$ cat src/rtl/fpga_selftest_top.sv
// Board-level self-test: a pattern generator feeds a FIFO, an LFSR-throttled consumer drains it,
// and a checker regenerates the stream. The results are sticky done/error flags.
module fpga_selftest_top #(
    parameter int unsigned IMG_WIDTH      = 16,
    parameter int unsigned IMG_HEIGHT     = 8,
    parameter int unsigned NUM_FRAMES     = 2,
    parameter int unsigned PIX_W          = 10,
    parameter int unsigned FIFO_DEPTH     = 8,
    parameter int unsigned TIMEOUT        = 4096,
    parameter int          INJECT_ERR_IDX = -1,
    parameter bit          FORCE_STALL    = 1'b0
) (
    input  logic clk_in1_p_0,
    input  logic clk_in1_n_0,
    input  logic reset_i,
    input  logic enable_i_0,
    output logic done_o_0,
    output logic error_0
);
    localparam int unsigned XW = (IMG_WIDTH > 1) ? $clog2(IMG_WIDTH) : 1;
    localparam int unsigned YW = (IMG_HEIGHT > 1) ? $clog2(IMG_HEIGHT) : 1;
    localparam int unsigned FW = $clog2(NUM_FRAMES + 1);
    localparam int unsigned AW = $clog2(FIFO_DEPTH);
    localparam int unsigned PW = AW + 1;
    localparam int unsigned TW = $clog2(TIMEOUT + 1);
    localparam int unsigned EW = PIX_W + 2;
    localparam int unsigned LAST_IDX = IMG_WIDTH * IMG_HEIGHT * NUM_FRAMES - 1;

    typedef enum logic [1:0] {StIdle, StRun, StFinish} state_e;

    state_e        state_q;
    logic [XW-1:0] gen_x_q, chk_x_q;
    logic [YW-1:0] gen_y_q, chk_y_q;
    logic [FW-1:0] gen_f_q, chk_f_q;
    logic [PW-1:0] wr_ptr_q, rd_ptr_q;
    logic [EW-1:0] mem [FIFO_DEPTH];
    logic [7:0]    lfsr_q;
    logic [TW-1:0] tmo_q;
    logic          done_q, error_q;

    logic          full, empty, push, pop, inject, mismatch, last_pop, fb;
    logic [EW-1:0] gen_entry, rd_entry, exp_entry;
    logic          unused_clk_n;

    assign unused_clk_n = clk_in1_n_0;

    function automatic logic [31:0] lin_idx(input logic [XW-1:0] x, input logic [YW-1:0] y,
                                            input logic [FW-1:0] f);
        return 32'(f) * IMG_WIDTH * IMG_HEIGHT + 32'(y) * IMG_WIDTH + 32'(x);
    endfunction

    // Entry layout: {sof, eol, pixel}
    function automatic logic [EW-1:0] entry(input logic [XW-1:0] x, input logic [YW-1:0] y,
                                            input logic [FW-1:0] f);
        logic [31:0] sum;
        sum = 32'(x) + 32'd3 * 32'(y) + 32'd7 * 32'(f);
        return {(x == '0) && (y == '0), x == XW'(IMG_WIDTH - 1), sum[PIX_W-1:0]};
    endfunction

    assign empty     = (wr_ptr_q == rd_ptr_q);
    assign full      = (wr_ptr_q == {~rd_ptr_q[AW], rd_ptr_q[AW-1:0]});
    assign push      = (state_q == StRun) && (gen_f_q < FW'(NUM_FRAMES)) && !full;
    assign pop       = (state_q == StRun) && lfsr_q[0] && !empty && !FORCE_STALL;
    assign inject    = (INJECT_ERR_IDX >= 0) && (lin_idx(gen_x_q, gen_y_q, gen_f_q)
                                                 == 32'(INJECT_ERR_IDX));
    assign gen_entry = entry(gen_x_q, gen_y_q, gen_f_q) ^ {{(EW-1){1'b0}}, inject};
    assign rd_entry  = mem[rd_ptr_q[AW-1:0]];
    assign exp_entry = entry(chk_x_q, chk_y_q, chk_f_q);
    assign mismatch  = pop && (rd_entry != exp_entry);
    assign last_pop  = pop && (lin_idx(chk_x_q, chk_y_q, chk_f_q) == LAST_IDX);
    assign fb        = lfsr_q[7] ^ lfsr_q[5] ^ lfsr_q[4] ^ lfsr_q[3];

    always_ff @(posedge clk_in1_p_0) begin
        if (push) mem[wr_ptr_q[AW-1:0]] <= gen_entry;
    end

    always_ff @(posedge clk_in1_p_0) begin
        if (reset_i) begin
            state_q  <= StIdle;
            gen_x_q  <= '0;
            gen_y_q  <= '0;
            gen_f_q  <= '0;
            chk_x_q  <= '0;
            chk_y_q  <= '0;
            chk_f_q  <= '0;
            wr_ptr_q <= '0;
            rd_ptr_q <= '0;
            lfsr_q   <= 8'hA5;
            tmo_q    <= '0;
            done_q   <= 1'b0;
            error_q  <= 1'b0;
        end else begin
            if (push) begin
                wr_ptr_q <= wr_ptr_q + PW'(1);
                if (gen_x_q == XW'(IMG_WIDTH - 1)) begin
                    gen_x_q <= '0;
                    if (gen_y_q == YW'(IMG_HEIGHT - 1)) begin
                        gen_y_q <= '0;
                        gen_f_q <= gen_f_q + FW'(1);
                    end else begin
                        gen_y_q <= gen_y_q + YW'(1);
                    end
                end else begin
                    gen_x_q <= gen_x_q + XW'(1);
                end
            end
            if (pop) begin
                rd_ptr_q <= rd_ptr_q + PW'(1);
                if (chk_x_q == XW'(IMG_WIDTH - 1)) begin
                    chk_x_q <= '0;
                    if (chk_y_q == YW'(IMG_HEIGHT - 1)) begin
                        chk_y_q <= '0;
                        chk_f_q <= chk_f_q + FW'(1);
                    end else begin
                        chk_y_q <= chk_y_q + YW'(1);
                    end
                end else begin
                    chk_x_q <= chk_x_q + XW'(1);
                end
            end
            if (mismatch) error_q <= 1'b1;
            unique case (state_q)
                StIdle: begin
                    if (enable_i_0) state_q <= StRun;
                end
                StRun: begin
                    lfsr_q <= {lfsr_q[6:0], fb};
                    tmo_q  <= pop ? '0 : tmo_q + TW'(1);
                    if (last_pop) begin
                        state_q <= StFinish;
                        done_q  <= 1'b1;
                    end else if (!pop && (tmo_q == TW'(TIMEOUT))) begin
                        state_q <= StFinish;
                        done_q  <= 1'b1;
                        error_q <= 1'b1;
                    end
                end
                StFinish: ;
                default: state_q <= StIdle;
            endcase
        end
    end

    assign done_o_0 = done_q;
    assign error_0  = error_q;
endmodule

$ cat config.mk
export PLATFORM = sky130hd
export DESIGN_NAME = fpga_selftest_top
export DESIGN_NICKNAME = d
export VERILOG_FILES = /design/src/rtl/fpga_selftest_top.sv
export SDC_FILE = /design/constraint.sdc
export NUM_CORES = 1
export LEC_CHECK = 0
export ABC_AREA = 0
export ABC_CLOCK_PERIOD_IN_PS = 4000
export BUFFER_PORTS_ARGS = -buffer_cell sky130_fd_sc_hd__buf_2
export CAP_MARGIN = 20
export CORE_UTILIZATION = 45
export CTS_CLUSTER_SIZE = 16
export DETAILED_ROUTE_END_ITERATION = 7
export GPL_ROUTABILITY_DRIVEN = 0
export PLACE_DENSITY_LB_ADDON = 0.05
export SYNTH_ARGS = -nofsm -noshare
export SYNTH_HDL_FRONTEND = slang
export SYNTH_SLANG_ARGS = --single-unit
export TNS_END_PERCENT = 100
$ cat constraint.sdc
create_clock -name clk_in1_p_0 -period 4 [get_ports clk_in1_p_0]
set_input_delay 0.2 -clock clk_in1_p_0 [delete_from_list [all_inputs] [get_ports clk_in1_p_0]]
set_output_delay 0.2 -clock clk_in1_p_0 [all_outputs]
set_load 0.005 [all_outputs]
==> key figures, run 1 <==
Clock network
  – CTS Buffer Depth: 2
  – CTS resizes: 0
  – Post-CTS setup repair buffer count: 0
  – CTS root buf: clkbuf_16
  – CTS Sinks: around 130
  – Clock Pin Slew Worst Setup and Hold Paths: roughly 0.050 ns
  – CTS Buf Count: 17
  – Hold Buf Count CTS: 0
  – CTS tree: yes
  – CTS HTree Levels: 4
  – Worst-Skew Late Latency: approximately 0.41 ns

Pwr
  – Pwr Density: roughly 470 nW/um^2
  – Max VDD drop: 0.388 mV
  – Leak pwr: between 2 and 3 nW

Logic synthesis
  – Largest family of logic cells by synthesized area: adder cells
  – Post-Synth Simple-Gate Area: 0.110
  – Synth Area in Compound Gates: 0.0362
  – Syn_area_per_cell: about 12 sq um
  – Post-Synth XOR/XNOR Area: 0.0659
  – Post-synthesis instance area: approximately 6000 sq um
  – Yosys reg bits: around 130
  – Cell variety after synth: between 40 and 50
  – Syn. warnings: 0
  – Ys flop type: edfxtp_1
  – Mux cell area share after synthesis: 0.0978
  – Synth Area in Adders: 0.122
  – Asr flop ratio synth: 0
  – Mapped Cells: between 400 and 500
  – Net count after synthesis: 546
  – Post-synth EDFFs: 72
  – Register area share after synthesis: 0.530

Timing
  – Clock skew: about 0.011 ns
  – Tmin final: approximately 3.6 ns
  – Period utilization: 0.910
  – RSZ-0062 raised after global routing: no
  – Fmax: 0.275 GHz
  – Fin. max-slew vios: 0
  – Relative slew slack: 0.284
  – Actual slew at the worst max-slew pin: around 1.1 ns
  – Final setup fails: 0
  – Setup TNS: 0 ns
  – Final hold violation count: 0

Floorplanning
  – Total die area: roughly 14000 sq um
  – Site Rows: 42
  – Die extent in x: approximately 120 um
  – Core Area: 13200 sq um
  – Die H: ~120 um
  – Initial Util: 0.462
  – # IOs: 6

Route
  – DR WL/cell: ~16 um
  – Antenna-violating nets left: 0
  – Vias: 3527
  – Vias per cell: between 5 and 6
  – DRC: 0
  – Initial drt markers: about 230
  – Final wirelength: approximately 11 mm
  – Drt first pass iters: 6

Critical path
  – Crit Path Category: flip-flop to flip-flop
  – CP Capture Type: flip-flop
  – WP data arrival: 3.89 ns
  – WP data required: 4.25 ns
  – WP depth: 10
  – CP most frequent cell: fa_1
  – CP peak stage delay: between 0.5 and 0.6 ns
  – CP bufs+invs: 0
  – Type of element launching the critical path: flip-flop
  – R2r worst-path depth: 10
  – R2R Setup Slk: between 0.3 and 0.4 ns
  – Max FO, Critical Path: 6
  – CP top delay family: adder cells
  – Critical R2R Launch: chk_f_q[1]
  – Worst path cell trace: fa_1 -> fa_1 -> fa_1 -> fa_1 -> a21o_1 -> a21oi_1 -> xnor2_1 -> xnor2_1 -> nor4_1 -> a311oi_1
  – Slowest-stage cell, CP: fa_1
  – Worst setup startpoint: chk_f_q[1]
  – FF-to-FF End: error_0
  – CP endpoint: error_0

Layout
  – Finished Cell Area: around 7000 sq um
  – Final net count: 565
  – Commonest non-fill, non-tap cells in the layout: edfxtp_1, dfxtp_1, nor2_1
  – Area growth syn-to-layout: 14.5%
  – Layout cell share with drive strength beyond 1: 0.120
  – Ant diodes: 0
  – Commonest non-fill, non-tap cell in the layout: edfxtp_1

Global routing
  – Antenna violations before repair: 0
  – Global-route wire length before repair: 18.6 mm
  – GRT Overall Usage: 0.176
  – Vias in the first global route: 3593
  – Largest net degree at the start of global routing: 42
  – Gr ovfl total: 0

Run status
  – Status: finished, final reports clean

Job
  – Max Cap Viol: 0

Min path
  – Hold depth: 3
  – HP Class: input pin to flip-flop

Placed design
  – Cell area after placement: roughly 6400 sq um
  – IO buf count: 4
  – Post-detail-place hpwl: between 7 and 8 mm
-- cell type report --
| type | instances | area, sq um |
|---|---|---|
| Clock inverter | 14 | 221 |
| Timing Repair Buffer | 18 | 126 |
| Multi-Input combinational cell | 317 | 2650 |
| Inverter | 31 | 116 |
| Clock buffer | 17 | 425 |
| Fill cell | 1162 | 6240 |
| Sequential cell | 126 | 3240 |
| Tap cell | 176 | 220 |
-- power breakdown --
group          switching, W  internal, W
clock              0.000544      0.00116
sequential        0.0000284      0.00140
combinational     0.0000980    0.0000809
-- worst min-delay path: stages --
cell and delay, ns:
buf_2 0.08, mux2i_1 0.06, nor3_2 0.09
-- Yosys cell counts, types with 3 or more instances --
cell type | count | area share
a21o_1 | 5 | 0.0061
nor4_1 | 3 | 0.0031
buf_2 | 4 | 0.0033
a21oi_1 | 17 | 0.014
clkbuf_1 | 7 | 0.0043
inv_1 | 31 | 0.019
or3_1 | 4 | 0.0041
nor3_1 | 9 | 0.0074
edfxtp_1 | 72 | 0.35
nand2_1 | 32 | 0.020
mux2i_1 | 35 | 0.057
nand3_1 | 6 | 0.0049
xor2_1 | 22 | 0.032
ha_1 | 34 | 0.070
nor2_1 | 50 | 0.031
nand2b_1 | 7 | 0.0072
and3_1 | 3 | 0.0031
mux4_2 | 11 | 0.041
xnor2_1 | 24 | 0.034
o21ai_0 | 5 | 0.0041
fa_1 | 16 | 0.052
buf_4 | 4 | 0.0049
dfxtp_1 | 54 | 0.18
nand3b_1 | 5 | 0.0061
nand4_1 | 7 | 0.0072
-- layer usage --
layer  global-route usage  vias up  part of all wire
met1                0.241     1728              0.49
met5                    0        -                 0
met2                0.270       29              0.47
li1                     -     1758                 -
met4               0.0657        0             0.011
met3               0.0449       12             0.021
-- cell families after synthesis --
| kind of cell | count (synthesis) |
|---|---|
| XOR/XNOR | 46 |
| adder cells (fa/ha/maj) | 50 |
| AO/OA/AOI/OAI | 36 |
| AND/OR/NAND/NOR | 139 |
| multiplexers | 46 |
| buffers and inverters | 49 |
| flip-flops | 126 |
-- registers in the layout, summed over array words and instances (netlist names), named ones only --
signal	cells
mem	72
tmo_q	13
lfsr_q	8
chk_x_q	4
gen_x_q	4
rd_ptr_q	4
wr_ptr_q	4
chk_y_q	3
gen_y_q	3
chk_f_q	2
gen_f_q	2
state_q	2
done_o_0	1
error_0	1
-- how the worst min path moves through the flow --
stage                from          to  slack, ns
2_1_floorplan  enable_i_0  state_q[0]       0.38
3_3_place_gp     done_o_0    done_o_0       0.44
3_5_place_dp     done_o_0    done_o_0       0.44
4_1_cts        enable_i_0  state_q[0]       0.05
5_1_grt        enable_i_0  state_q[0]       0.07
6_report       enable_i_0  state_q[0]       0.07
-- through the flow --
| stage | total power, W | cells | hold slack, ns | utilization | setup slack (ns) |
|---|---|---|---|---|---|
| detailed placement | 0.00164 | 668 | 0.435 | 0.480 | 0.366 |
| CTS | 0.00334 | 699 | 0.0492 | 0.529 | 0.347 |
| floorplan | 0.00158 | 492 | 0.379 | - | 0.612 |
| global placement | 0.00163 | 666 | 0.436 | 0.479 | 0.375 |
| global route | 0.00342 | 699 | 0.0666 | 0.529 | 0.0996 |
| finish | 0.00330 | 699 | 0.0701 | 0.529 | 0.360 |
No activity file was read; power rests on OpenSTA's default activity.
==> run 2, diff against run 1 <==
--- a/config.mk
+++ b/config.mk
@@ -6,7 +6,7 @@
 export NUM_CORES = 1
 export LEC_CHECK = 0
 export ABC_AREA = 0
-export ABC_CLOCK_PERIOD_IN_PS = 4000
+export ABC_CLOCK_PERIOD_IN_PS = 2900
 export BUFFER_PORTS_ARGS = -buffer_cell sky130_fd_sc_hd__buf_2
 export CAP_MARGIN = 20
 export CORE_UTILIZATION = 45
==> constraint.sdc (replaced) <==
create_clock -name clk_in1_p_0 -period 2.9 [get_ports clk_in1_p_0]
set_input_delay 0.145 -clock clk_in1_p_0 [delete_from_list [all_inputs] [get_ports clk_in1_p_0]]
set_output_delay 0.145 -clock clk_in1_p_0 [all_outputs]
set_load 0.005 [all_outputs]
==> key figures, run 2 (synthesis gave the netlist of run 1 again) <==
Timing
  – Period utilization: 1.10 (was 0.910)
  – Fin. max-slew vios: 0 (unchanged)
  – Relative slew slack: 0.542 (was 0.284)
  – Final setup margin: -0.299 ns (was 0.360 ns)
  – Clock skew: 0.00508 ns (was 0.0110 ns)
  – Final setup fails: 41 (was 0)
  – Actual slew at the worst max-slew pin: 0.686 ns (was 1.07 ns)
  – Tmin final: 3.20 ns (was 3.64 ns)
  – Fmax: 0.313 GHz (was 0.275 GHz)
  – RSZ-0062 raised after global routing: yes (was no)
  – Final hold violation count: 0 (unchanged)

Placed design
  – IO buf count: 4 (unchanged)
  – Post-detail-place hpwl: 7.81 mm (was 7.54 mm)
  – Pre-CTS setup slack: -0.372 ns (was 0.366 ns)
  – Placed Cells: 688 (was 668)

Route
  – DRC: 0 (unchanged)
  – Drt first pass iters: 4 (was 6)
  – DR WL/cell: 15.9 um (about the same)
  – Final wirelength: 11.4 mm (was 11.1 mm)
  – Initial drt markers: 207 (was 233)
  – Vias per cell: 5.00 (was 5.05)
  – Vias: 3608 (was 3527)
  – Antenna-violating nets left: 0 (unchanged)

Layout
  – Fill cells: 1158 (was 1162)
  – Commonest non-fill, non-tap cells in the layout: edfxtp_1, nor2_1, dfxtp_1 (was edfxtp_1, dfxtp_1, nor2_1)
  – Storage cell area: 3260 sq um (was 3240 sq um)
  – Ant diodes: 0 (unchanged)
  – Max reg flops: 72 (unchanged)
  – Commonest non-fill, non-tap cell in the layout: edfxtp_1 (unchanged)
  – Final net count: 586 (was 565)
  – Final Core Density: 0.545 (was 0.529)
  – Area growth syn-to-layout: 18.1% (was 14.5%)
  – Multi-input logic area: 2740 sq um (was 2650 sq um)
  – Final non-filler cell total: 721 (was 699)
  – Layout cell share with drive strength beyond 1: 0.196 (was 0.120)

Global routing
  – Global-route wire length before repair: 19.2 mm (was 18.6 mm)
  – Antenna violations before repair: 0 (unchanged)
  – GRT Overall Usage: 0.183 (was 0.176)
  – Vias in the first global route: 3735 (was 3593)
  – Gr ovfl total: 0 (unchanged)
  – Largest net degree at the start of global routing: 42 (unchanged)

Critical path
  – CP peak stage delay: 0.49 ns (was 0.52 ns)
  – WP data required: 3.18 ns (was 4.25 ns)
  – R2r worst-path depth: 13 (was 10)
  – WP data arrival: 3.48 ns (was 3.89 ns)
  – Max FO, Critical Path: 3 (was 6)
  – Crit Path Category: flip-flop to flip-flop (unchanged)
  – CP Capture Type: flip-flop (unchanged)
  – Worst path cell trace: fa_1 -> ha_1 -> inv_2 -> fa_1 -> inv_2 -> ha_4 -> fa_2 -> a21o_1 -> a21oi_2 -> xnor2_1 -> xnor2_1 -> nor4_1 -> a311oi_1 (was fa_1 -> fa_1 -> fa_1 -> fa_1 -> a21o_1 -> a21oi_1 -> xnor2_1 -> xnor2_1 -> nor4_1 -> a311oi_1)
  – Slowest-stage cell, CP: fa_1 (unchanged)
  – FF-to-FF End: error_0 (unchanged)
  – Type of element launching the critical path: flip-flop (unchanged)
  – Critical R2R Launch: chk_y_q[1] (was chk_f_q[1])
  – Worst setup startpoint: chk_y_q[1] (was chk_f_q[1])
  – R2R Setup Slk: -0.30 ns (was 0.36 ns)
  – CP endpoint: error_0 (unchanged)

Floorplanning
  – Core Area: 13200 sq um (unchanged)
  – Initial Util: 0.462 (unchanged)
  – # IOs: 6 (unchanged)
  – Site Rows: 42 (unchanged)
  – Die H: 119 um (unchanged)
  – Total die area: 14100 sq um (unchanged)
  – Die extent in x: 119 um (unchanged)

Clock network
  – CTS Buf Count: 17 (unchanged)
  – Worst-Skew Late Latency: 0.41 ns (about the same)
  – CTS Sinks: 126 (unchanged)
  – Clock Pin Slew Worst Setup and Hold Paths: 0.05 ns (about the same)
  – CTS HTree Levels: 4 (unchanged)
  – CTS root buf: clkbuf_16 (unchanged)
  – CTS tree: yes (unchanged)
  – CTS Buffer Depth: 2 (unchanged)

Pwr
  – Max VDD drop: 0.397 mV (was 0.388 mV)
  – Pwr Density: 599 nW/um^2 (was 472 nW/um^2)
  – PnR Total Power: 0.00432 W (was 0.00330 W)
  – Leak pwr: 2.83 nW (was 2.73 nW)

Run status
  – Status: complete, but fails checks (was finished, final reports clean)
  – Failing checks: negative setup slack

Min path
  – HP Class: input pin to flip-flop (unchanged)

Job
  – Max Cap Viol: 0 (unchanged)
run 2: worst min path at each step:
stage                 end  depth (start not counted)  startpoint  slack (ns)
5_1_grt        chk_y_q[2]                          3     reset_i        0.27
4_1_cts        chk_x_q[2]                          3     reset_i        0.25
2_1_floorplan  state_q[0]                          2  enable_i_0        0.32
3_3_place_gp   state_q[0]                          3  enable_i_0        0.43
3_5_place_dp   state_q[0]                          3  enable_i_0        0.43
6_report       chk_f_q[0]                          3     reset_i        0.24
run 2: final cells by class:
cell class	instances	area share
clock buffer	22	0.0673
clock inverter	10	0.0151
inverter	31	0.0165
multi-input combinational	317	0.379
sequential	126	0.451
tap	176	0.0305
timing repair buffer	39	0.0400
run 2: layer usage:
metal	share of wire	GRT usage	up-vias
li1	-	-	1802
met1	0.50	0.252	1743
met2	0.46	0.274	47
met3	0.029	0.0512	16
met4	0.014	0.0672	0
met5	0	0	-
run 2: critical path, delay by kind of cell, from the launching register on:
kind	cells	cell delay, ns
xor+xnor	2	0.24
compound gates	3	0.42
buf+inv	2	0.09
simple gates	1	0.19
flops	1	0.35
fa+ha+maj	5	1.79
run 2: where the power goes:
group	internal (W)	switching [W]
sequential	0.00193	0.0000406
combinational	0.000117	0.000138
clock	0.00135	0.000744
total	0.00340	0.000923
run 2: metrics by stage:
stage / setup TNS, ns / instance area, sq um / hold slack, ns
2_1_floorplan: -1.63 / 6170 / 0.324
3_3_place_gp: -6.26 / 6560 / 0.432
3_5_place_dp: -8.58 / 6560 / 0.434
4_1_cts: -5.20 / 7210 / 0.255
5_1_grt: -11.63 / 7220 / 0.267
6_report: -6.36 / 7220 / 0.240
run 2: timing repair:
action	in CTS	in global routing
endpoints found under the setup margin	41	41
buffers inserted	2	1
hold buffers	1	0
gates cloned	0	0
gates resized for setup	8	7
endpoints found under the hold margin	1	0
pin swaps	17	6
==> run 3, diff against run 2 <==
--- a/config.mk
+++ b/config.mk
@@ -9,7 +9,9 @@
 export ABC_CLOCK_PERIOD_IN_PS = 2900
 export BUFFER_PORTS_ARGS = -buffer_cell sky130_fd_sc_hd__buf_2
 export CAP_MARGIN = 20
-export CORE_UTILIZATION = 45
+export CELL_PAD_IN_SITES_DETAIL_PLACEMENT = 1
+export CELL_PAD_IN_SITES_GLOBAL_PLACEMENT = 2
+export CORE_UTILIZATION = 40
 export CTS_CLUSTER_SIZE = 16
 export DETAILED_ROUTE_END_ITERATION = 7
 export GPL_ROUTABILITY_DRIVEN = 0
==> key figures, run 3 (synthesis gave the netlist of run 1 again) <==
Pwr
  – Clk network pwr share: 0.519 (was 0.486)
  – Switch Pwr: 0.000969 W (was 0.000923 W)
  – Pwr Density: 629 nW/um^2 (was 599 nW/um^2)
  – Internal: 0.00365 W (was 0.00340 W)
  – Sw frac: 0.210 (was 0.214)
  – Leak pwr: 2.88 nW (was 2.83 nW)
  – PnR Total Power: 0.00462 W (was 0.00432 W)
  – Max VDD drop: 0.410 mV (was 0.397 mV)
  – Logic gate share of total power: 0.056 (was 0.059)
  – Sequential power share: 0.425 (was 0.455)

Global routing
  – Gr ovfl total: 0 (unchanged)
  – Largest net degree at the start of global routing: 42 (unchanged)
  – Vias in the first global route: 4016 (was 3735)
  – Global-route wire length before repair: 20.9 mm (was 19.2 mm)
  – Antenna violations before repair: 0 (unchanged)
  – GRT Overall Usage: 0.177 (was 0.183)

Timing
  – Final hold violation count: 0 (unchanged)
  – Actual slew at the worst max-slew pin: 0.636 ns (was 0.686 ns)
  – Clock skew: 0.00908 ns (was 0.00508 ns)
  – Period utilization: 1.12 (was 1.10)
  – Relative slew slack: 0.576 (was 0.542)
  – Fmax: 0.309 GHz (was 0.313 GHz)
  – Final setup fails: 33 (was 41)
  – Fin. max-slew vios: 0 (unchanged)
  – Setup TNS: -5.82 ns (was -6.36 ns)
  – RSZ-0062 raised after global routing: yes (unchanged)
  – Final setup margin: -0.341 ns (was -0.299 ns)
  – Tmin final: 3.24 ns (was 3.20 ns)

Layout
  – Area growth syn-to-layout: 20.2% (was 18.1%)
  – Max reg flops: 72 (unchanged)
  – Commonest non-fill, non-tap cell in the layout: edfxtp_1 (unchanged)
  – Ant diodes: 0 (unchanged)
  – Final net count: 587 (was 586)
  – Commonest non-fill, non-tap cells in the layout: edfxtp_1, nor2_1, dfxtp_1 (unchanged)
  – Layout cell share with drive strength beyond 1: 0.205 (was 0.196)
  – Finished Cell Area: 7350 sq um (was 7220 sq um)
  – Final Core Density: 0.500 (was 0.545)

Route
  – Vias: 3681 (was 3608)
  – Final wirelength: 12.5 mm (was 11.4 mm)
  – DRC: 0 (unchanged)
  – Vias per cell: 5.04 (was 5.00)
  – Drt first pass iters: 4 (unchanged)
  – DR WL/cell: 17.1 um (was 15.9 um)
  – Initial drt markers: 124 (was 207)
  – Antenna-violating nets left: 0 (unchanged)

Clock network
  – Clock Pin Slew Worst Setup and Hold Paths: 0.06 ns (was 0.05 ns)
  – CTS HTree Levels: 4 (unchanged)
  – CTS Buffer Depth: 2 (unchanged)
  – CTS Sinks: 126 (unchanged)
  – CTS tree: yes (unchanged)
  – CTS root buf: clkbuf_16 (unchanged)
  – Worst-Skew Late Latency: 0.42 ns (was 0.41 ns)
  – CTS Buf Count: 17 (unchanged)

Run status
  – Status: complete, but fails checks (unchanged)
  – Failing checks: negative setup slack (unchanged)

Placed design
  – IO buf count: 4 (unchanged)
  – Cell area after placement: 6550 sq um (was 6560 sq um)
  – Pre-CTS setup slack: -0.407 ns (was -0.372 ns)
  – Post-detail-place hpwl: 8.76 mm (was 7.81 mm)

Critical path
  – WP data arrival: 3.52 ns (was 3.48 ns)
  – Crit Path Category: flip-flop to flip-flop (unchanged)
  – Type of element launching the critical path: flip-flop (unchanged)
  – CP Capture Type: flip-flop (unchanged)
  – Max FO, Critical Path: 3 (unchanged)
  – WP data required: 3.18 ns (about the same)

Floorplanning
  – Initial Util: 0.416 (was 0.462)
  – Die extent in x: 126 um (was 119 um)
  – Core Area: 14700 sq um (was 13200 sq um)
  – Die H: 126 um (was 119 um)
  – Site Rows: 44 (was 42)
  – # IOs: 6 (unchanged)
  – Total die area: 15800 sq um (was 14100 sq um)

Job
  – Max Cap Viol: 0 (unchanged)

Min path
  – HP Class: input pin to flip-flop (unchanged)
[run 3: cell types whose count changed in the layout (fill, tap and decap cells not counted), moves of 2 or more]
cell,before,now
buf_4,33,31
buf_6,1,4
bufinv_16,2,6
clkbuf_1,2,0
clkbuf_8,2,0
clkinv_4,0,2
ha_1,33,31
inv_1,26,29
inv_2,4,0
xnor2_1,21,19
xnor2_2,0,3
[run 3: layer usage]
layer	wire length [um]	share of wire	up-vias	global-route usage
li1	-	-	1799	-
met1	5780	0.46	1842	0.222
met2	6210	0.50	26	0.297
met3	307	0.025	14	0.0497
met4	153	0.012	0	0.0574
met5	0	0	-	0
[run 3: through the flow]
step	hold WS, ns	cells
after CTS	0.262	730
after detailed placement	0.424	694
final	0.260	730
after global routing	0.295	730
after global placement	0.415	694
after floorplan	0.324	492
[run 3: final timing paths]
check / start / endpoint / slack, ns / cells past startpoint
setup / recovery: chk_y_q[1] / error_0 / -0.34 / 10
hold / removal: reset_i / chk_x_q[2] / 0.26 / 3
setup reg to reg: chk_y_q[1] / error_0 / -0.34 / 10
hold reg to reg: done_o_0 / done_o_0 / 0.45 / 2
[run 3: layout make-up]
cell class                 count  area [sq um]
tap                          184           230
clock buffer                  17           425
sequential                   126          3260
fill                        1522          7350
multi-input combinational    317          2760
timing repair buffer          40           308
clock inverter                15           243
inverter                      31           121
[run 3: worst max-delay path, stage by stage (launching register included)]
cell and delay, ns:
dfxtp_4 0.35, fa_1 0.50, fa_1 0.54, fa_1 0.46
ha_1 0.31, a21o_1 0.16, a21oi_2 0.17, xnor2_1 0.15
xnor2_1 0.10, nor4_2 0.26, a311oi_1 0.11
[run 3: power by group through the flow]
| stage | clock network [W] | registers (W) | logic, W |
|---|---|---|---|
| after floorplan | 0 | 0.00198 | 0.000200 |
| after global placement | 0 | 0.00200 | 0.000256 |
| after detailed placement | 0 | 0.00200 | 0.000261 |
| after CTS | 0.00244 | 0.00197 | 0.000263 |
| after global routing | 0.00251 | 0.00197 | 0.000291 |
| final | 0.00240 | 0.00196 | 0.000259 |
[run 3: repair_timing]
action / 4_1_cts / 5_1_grt
pin swaps: 12 / 7
resized for setup: 10 / 9
hold endpoints to repair: 1 / 0
hold buffers: 1 / 0
endpoints found under the setup margin: 33 / 41
buffers inserted: 4 / 1
